## config.mk

```make
export PLATFORM = sky130hd
export DESIGN_NAME = viterbi_ctrl
export DESIGN_NICKNAME = d
export VERILOG_FILES = /design/src/rtl/viterbi_ctrl.sv
export SDC_FILE = /design/constraint.sdc
export NUM_CORES = 1
export LEC_CHECK = 0
export CORE_MARGIN = 1
export CORE_UTILIZATION = 25
export DETAILED_ROUTE_END_ITERATION = 16
export HOLD_SLACK_MARGIN = 0.05
export PLACE_DENSITY = 0.47
export SETUP_SLACK_MARGIN = 0.2
export SYNTH_ARGS = -nofsm -noshare
export SYNTH_HDL_FRONTEND = slang
export SYNTH_SLANG_ARGS = --single-unit
```

## constraint.sdc

```tcl
create_clock -name clk -period 4.26 [get_ports clk]
set_input_delay 1.065 -clock clk [delete_from_list [all_inputs] [get_ports clk]]
set_output_delay 1.065 -clock clk [all_outputs]
set_load 0.02 [all_outputs]
```

## src/rtl/viterbi_ctrl.sv

```systemverilog
// viterbi_ctrl: sequencer for a rate-1/2 hard-decision Viterbi datapath.
// Accepts one received symbol per IDLE handshake, steps the ACS unit once,
// advances the circular survivor write pointer and, once WIN_DEPTH columns
// are held, walks a full-depth traceback and offers one decoded bit.
//
// Ports:
//   clk, rst_n      clock (rising edge), async active-low reset
//   clr             synchronous soft clear, same effect as reset
//   sym_valid/ready received-symbol handshake
//   acs_en          one ACS step, survivor column wr_addr written
//   wr_addr         survivor write column
//   init_phase      trellis start-up (first K-1 symbols)
//   pm_all_msb      all path metrics have MSB set
//   pm_norm         metric normalisation during this ACS step
//   tb_rd_en        traceback read of column tb_addr
//   tb_addr         traceback column
//   tb_bit          decision bit read from tb_addr
//   dec_valid/ready decoded-bit handshake, dec_bit carries the bit
module viterbi_ctrl #(
  parameter int unsigned WIN_DEPTH = 15,
  parameter int unsigned K         = 3,
  parameter int unsigned AW        = 4
) (
  input  logic          clk,
  input  logic          rst_n,
  input  logic          clr,
  input  logic          sym_valid,
  output logic          sym_ready,
  output logic          acs_en,
  output logic [AW-1:0] wr_addr,
  output logic          init_phase,
  input  logic          pm_all_msb,
  output logic          pm_norm,
  output logic          tb_rd_en,
  output logic [AW-1:0] tb_addr,
  input  logic          tb_bit,
  output logic          dec_valid,
  output logic          dec_bit,
  input  logic          dec_ready
);

  localparam int unsigned CW = $clog2(WIN_DEPTH + 1);
  localparam logic [AW-1:0] LAST_COL = AW'(WIN_DEPTH - 1);
  localparam logic [CW-1:0] CNT_FULL = CW'(WIN_DEPTH);
  localparam logic [CW-1:0] CNT_INIT = CW'(K - 1);

  typedef enum logic [1:0] {IDLE, ACS, TRACE, EMIT} state_e;

  state_e          state_q, state_d;
  logic [AW-1:0]   wptr_q, wptr_d;
  logic [AW-1:0]   tb_addr_q, tb_addr_d;
  logic [AW-1:0]   tcnt_q, tcnt_d;
  logic [CW-1:0]   cnt_q, cnt_d;
  logic            dec_bit_q, dec_bit_d;

  always_comb begin
    state_d   = state_q;
    wptr_d    = wptr_q;
    tb_addr_d = tb_addr_q;
    tcnt_d    = tcnt_q;
    cnt_d     = cnt_q;
    dec_bit_d = dec_bit_q;
    unique case (state_q)
      IDLE: begin
        if (sym_valid) state_d = ACS;
      end
      ACS: begin
        wptr_d = (wptr_q == LAST_COL) ? '0 : wptr_q + AW'(1);
        cnt_d  = (cnt_q == CNT_FULL) ? cnt_q : cnt_q + CW'(1);
        if (cnt_d == CNT_FULL) begin
          // the column just written is the traceback start point
          state_d   = TRACE;
          tb_addr_d = wptr_q;
          tcnt_d    = '0;
        end else begin
          state_d = IDLE;
        end
      end
      TRACE: begin
        if (tcnt_q == LAST_COL) begin
          // oldest column reached: its decision is the decoded bit
          dec_bit_d = tb_bit;
          state_d   = EMIT;
        end else begin
          tcnt_d    = tcnt_q + AW'(1);
          tb_addr_d = (tb_addr_q == '0) ? LAST_COL : tb_addr_q - AW'(1);
        end
      end
      EMIT: begin
        if (dec_ready) state_d = IDLE;
      end
      default: state_d = IDLE;
    endcase
  end

  always_ff @(posedge clk or negedge rst_n) begin
    if (!rst_n) begin
      state_q   <= IDLE;
      wptr_q    <= '0;
      tb_addr_q <= '0;
      tcnt_q    <= '0;
      cnt_q     <= '0;
      dec_bit_q <= 1'b0;
    end else if (clr) begin
      state_q   <= IDLE;
      wptr_q    <= '0;
      tb_addr_q <= '0;
      tcnt_q    <= '0;
      cnt_q     <= '0;
      dec_bit_q <= 1'b0;
    end else begin
      state_q   <= state_d;
      wptr_q    <= wptr_d;
      tb_addr_q <= tb_addr_d;
      tcnt_q    <= tcnt_d;
      cnt_q     <= cnt_d;
      dec_bit_q <= dec_bit_d;
    end
  end

  assign sym_ready  = (state_q == IDLE);
  assign acs_en     = (state_q == ACS);
  assign tb_rd_en   = (state_q == TRACE);
  assign dec_valid  = (state_q == EMIT);
  assign init_phase = acs_en && (cnt_q < CNT_INIT);
  // normalisation only applies to the metrics being updated in this step
  assign pm_norm    = acs_en && pm_all_msb;
  assign wr_addr    = wptr_q;
  assign tb_addr    = tb_addr_q;
  assign dec_bit    = dec_bit_q;

endmodule

```

---- Word-level counts from Yosys, hierarchy flattened ----
Index checks and enable logic that the tools add are counted.
storage, ports and cells
  register bits after elaboration ......... 19
operators by class
  $add $sub $neg .......................... 4
  reduce and logical (&&, ||, !) cells .... 11
  multiplexer cells ....................... 24
  magnitude comparators ................... 1
  eq/ne operators ......................... 12
operators with widths
  cell                   count
  $mux W4                13
  $eq A4 B4 Y1 const B   4
  $pmux W4 S2            2
  $add A4 B1 Y4 const B  3
  $mux W2                5
  $ne A3 B2 Y1 const B   3
  $pmux W2 S4            1
  $ne A3 B3 Y1 const B   2
  $reduce_and A3 Y1      2
  $reduce_bool A2 Y1     3
  $eq A2 B2 Y1 const B   2
  $logic_not A4 Y1       1
  $lt A4 B2 Y1 const B   1
  $sub A4 B1 Y4 const B  1
  $mux W1                3
  $reduce_bool A3 Y1     1
  $eq A2 B1 Y1 const B   1
  $logic_and A1 B1 Y1    2
  $logic_not A2 Y1       1
  $reduce_and A2 Y1      1

---- Depth between registers and ports, before layout ----
  word-level depth ........................ 6
  gate-level depth with buffers ........... 7
  mapped depth without buffers ............ 6

---- Worst setup path before layout ----
No wires, ideal clock.
  path type ............................... flip-flop to output port
  from .................................... reg state_q[1]
  to ...................................... out init_phase
  data arrival time ....................... 1.405 ns
  path buffers ............................ 2
  slack ................................... 1.790 ns
  cell stages (with the launch flop) ...... 5
  cell sequence ........................... dfrtp_1 > buf_2 > nand2b_1 > buf_6 > nor4_1
on the way
  longest elaborated chain between the ends .. 2
ends and longest elaborated chain
  item                    RTL line  RTL
  start, declared         49        state_e state_q, state_d;
  start signal, assigned  112       state_q <= state_d;
  $eq A2 B1 Y1            122       assign acs_en = (state_q == ACS);
  $logic_and A1 B1 Y1     125       assign init_phase = acs_en && (cnt_q < CNT_INIT);
  end, declared           31        output logic init_phase,
Every way passes these cells.

---- Final worst setup path ----
  from .................................... in pm_all_msb
  to ...................................... out pm_norm
on the way
  longest elaborated chain between the ends .. 1
ends and longest elaborated chain
  item                 RTL line  RTL
  start, declared      32        input logic pm_all_msb,
  $logic_and A1 B1 Y1  127       assign pm_norm = acs_en && pm_all_msb;
  end, declared        33        output logic pm_norm,
Every way passes these cells.

==> results.py <==
metrics = {
    "outcome": {
        "outcome": "finished with violations",
        "failed_checks": "DRC",
    },
    "setup_path": {
        "required_ns": 3.19,
        "crit_path_end_kind": "output port",
        "crit_type": "in -> out",
        "critPathSlowestCell": "clkdlybuf4s50_1",
        "critPathArrivalTime_ns": 2.21,
        "path_common_cell": "clkdlybuf4s50_1",
        "critPathMaxStageDelay_ns": 0.60,
        "crit_path_start_kind": "primary input",
        "worstPathCellList": "clkdlybuf4s50_1, and2_1, clkdlybuf4s50_1",
        "r2r_setup_slack_ns": 2.26,
        "critPathMaxFanout": 1,
    },
    "cells_and_area": {
        "drive_gt1_share_pct": 12.06,
        "multi_input_comb_area_um2": 650.6,
        "syn2layout_area_growth_pct": 24.11,
        "nets": 155,
        "seq_area_um2": 475.5,
        "n_antenna_cell": 0,
        "n_fill_cell": 463,
    },
    "pwr": {
        "power_w": 0.0003616,
        "leakage_nw": 0.6200,
        "comb_power_share_pct": 12.7,
        "peakVddDrop_uv": 148.4,
        "p_int_w": 0.0002709,
        "netSwitchingFraction_pct": 25.09,
        "power.density_nw_per_um2": 243.0,
        "power_frac_clock_pct": 35.0,
        "net-switching-power_w": 0.00009071,
        "power_frac_seq_pct": 52.3,
    },
    "sta": {
        "worst_pin_slew_ns": 0.8722,
        "fin_crit_sh_pct": 76.90,
        "fmax_mhz": 305.3,
        "post-route-min-period_ns": 3.276,
        "relSlewSlack_pct": 41.67,
        "hold_violations": 0,
        "slew_violations": 0,
        "rsz0062_at_grt": "false",
        "tns_ns": 0,
        "finalSetupViolCount": 0,
        "fin_skew_ns": 0.004555,
    },
    "placed_design": {
        "place.port_buffers": 21,
        "place.gp.congestion": 0.7318,
        "hpwlAfterDp_um": 1917,
    },
    "die": {
        "rows": 24,
        "design.core.area_um2": 4474,
        "die_h_um": 71.25,
        "die_area_um2": 5076,
        "fp.dieW_um": 71.25,
        "start_util_pct": 26.79,
        "ios": 22,
    },
    "global_routing": {
        "grtUsageTotal_pct": 11.28,
        "first_global_vias": 896,
        "grt_pass1_wl_um": 4478,
        "antenna_found_initial": 0,
        "grt_overflow": 0,
        "grt_max_degree": 20,
    },
    "logic_synthesis": {
        "ys.flop_type": "dfrtp_1",
        "synth_cell_types": 45,
        "avgSynthCellArea_um2": 9.989,
        "yosys_warnings": 0,
        "synth_edf_count": 0,
        "synth_top_area_share_pct": 39.67,
        "yosys-top-cells-area": "dfrtp_1 40%, ha_1 6.3%, mux2_4 5.0%, a21oi_1 4.6%, nor2_1 4.1%",
        "ys_seq_area_share_pct": 39.67,
        "post-synth-top-count-cell": "dfrtp_1",
        "async_flop_share_pct": 100.0,
        "synth_top_area_cell": "dfrtp_1",
        "synth-seq-cells": 19,
        "yosys-top-cells-count": "19 x dfrtp_1, 13 x nor2_1, 11 x a21oi_1",
        "netlist_instances": 120,
        "syn_area_um2": 1199,
        "syn_nets": 133,
    },
    "clock_tree": {
        "clockBufferDepth": 2,
        "clock-root-buffer": "clkbuf_8",
        "clk_latency_ns": 0.26,
        "clock-sinks": 19,
        "hold_buffers": 0,
        "cts-htree-levels": 1,
        "cts_resized": 0,
        "cts_tree": "yes",
        "cts_setup_buffers": 0,
        "numCtsBuffers": 3,
        "clk_pin_slew_ns": 0.07,
    },
    "route": {
        "vias": 949,
        "drt_iter0_markers": 27,
        "drtPass1Iterations": 10,
        "drc_errors": 2,
        "antenna_left": 0,
        "wl_per_cell_um": 13.50,
        "viasPerCell": 4.917,
        "routed_wl_um": 2606,
    },
    "min_path": {
        "hp-class": "reg -> reg",
    },
    "flow_run": {
        "cap_violations": 0,
    },
}
per-layer routing:
metal  share of wire (%)  routed length [µm]  global-route usage [%]  vias up
met5                   0                   0                       0        -
met4                0.38                  10                   2.000        0
met3                 3.6                  95                   3.516        2
met2                  46                1205                   17.88       15
met1                  50                1295                   15.35      451
li1                    -                   -                       -      481
worst paths after layout:
check / start / end / cells past startpoint
hold reg to reg: wr_addr[3]$_DFFE_PN0P_ / wr_addr[3]$_DFFE_PN0P_ / 1
min in group asynchronous: rst_n / tb_addr[0]$_DFFE_PN0P_ / 1
hold / removal: wr_addr[3]$_DFFE_PN0P_ / wr_addr[3]$_DFFE_PN0P_ / 1
max in group asynchronous: rst_n / cnt_q[1]$_DFFE_PN0P_ / 1
setup / recovery: pm_all_msb / pm_norm / 3
setup reg to reg: cnt_q[0]$_DFFE_PN0P_ / tb_addr[3]$_DFFE_PN0P_ / 5
power by group through the flow:
stage | registers, W | clock network, W | logic, W
6_report | 0.000189 | 0.000127 | 0.0000460
5_1_grt | 0.000190 | 0.000142 | 0.0000512
4_1_cts | 0.000189 | 0.000133 | 0.0000471
3_5_place_dp | 0.000192 | 0 | 0.0000469
3_3_place_gp | 0.000192 | 0 | 0.0000464
2_1_floorplan | 0.000193 | 0 | 0.0000260
through the flow:
step	setup slack (ns)	instances	hold WS [ns]	cell area, µm²	utilization, %
3_3_place_gp	0.9764	189	0.5565	1443	32.24
2_1_floorplan	1.790	120	0.5304	1199	-
3_5_place_dp	0.9850	189	0.5607	1443	32.24
4_1_cts	0.9790	193	0.5738	1488	33.25
5_1_grt	0.9486	193	0.6060	1488	33.25
6_report	0.9841	193	0.5682	1488	33.25
cells by family (layout without fill, tap and decap cells):
family	after synthesis	count (layout)	share of synthesized area, %
DFF	19	19	39.67
buffers and inverters	13	34	6.053
xor gates and xnor gates	2	2	1.462
adders and majority gates	6	6	6.263
and+or+nand+nor	43	43	21.09
AOI/OAI and AO/OA	31	31	18.79
muxes	6	6	6.681
placed cells by master, fill, tap and decap left out, types with 2 or more instances in the layout:
master           Yosys  final
clkdlybuf4s50_1      0     21
dfrtp_1             19     19
nor2_1              13     13
a21oi_1             11     11
inv_1                8      8
ha_1                 6      6
nor3_1               5      5
nand2_1              4      4
o21ai_0              4      4
mux2_4               4      4
nand2b_1             3      3
nand3_1              3      3
clkbuf_8             0      3
and2_1               2      2
a31oi_1              2      2
mux2i_1              2      2
nand4_1              2      2
a211oi_1             2      2
flip-flops by register name, indices dropped and copies added, names as in the netlist:
name,count
tb_addr,4
tcnt_q,4
dec_bit,1
wr_addr,4
cnt_q,4
state_q,2
layout make-up:
cell class	instances	share of cell area [%]
clock buffers	4	3.028
well taps	52	4.373
repair buffers	21	14.13
multi-input cells	88	43.73
inverters	9	2.775
flip-flops and latches	19	31.96
worst max-delay path, delay by kind of cell:
family,cells,cell delay [ns]
buffers and inverters,2,1.04
AND/OR/NAND/NOR,1,0.11
Power figures use the tool's default switching activity.
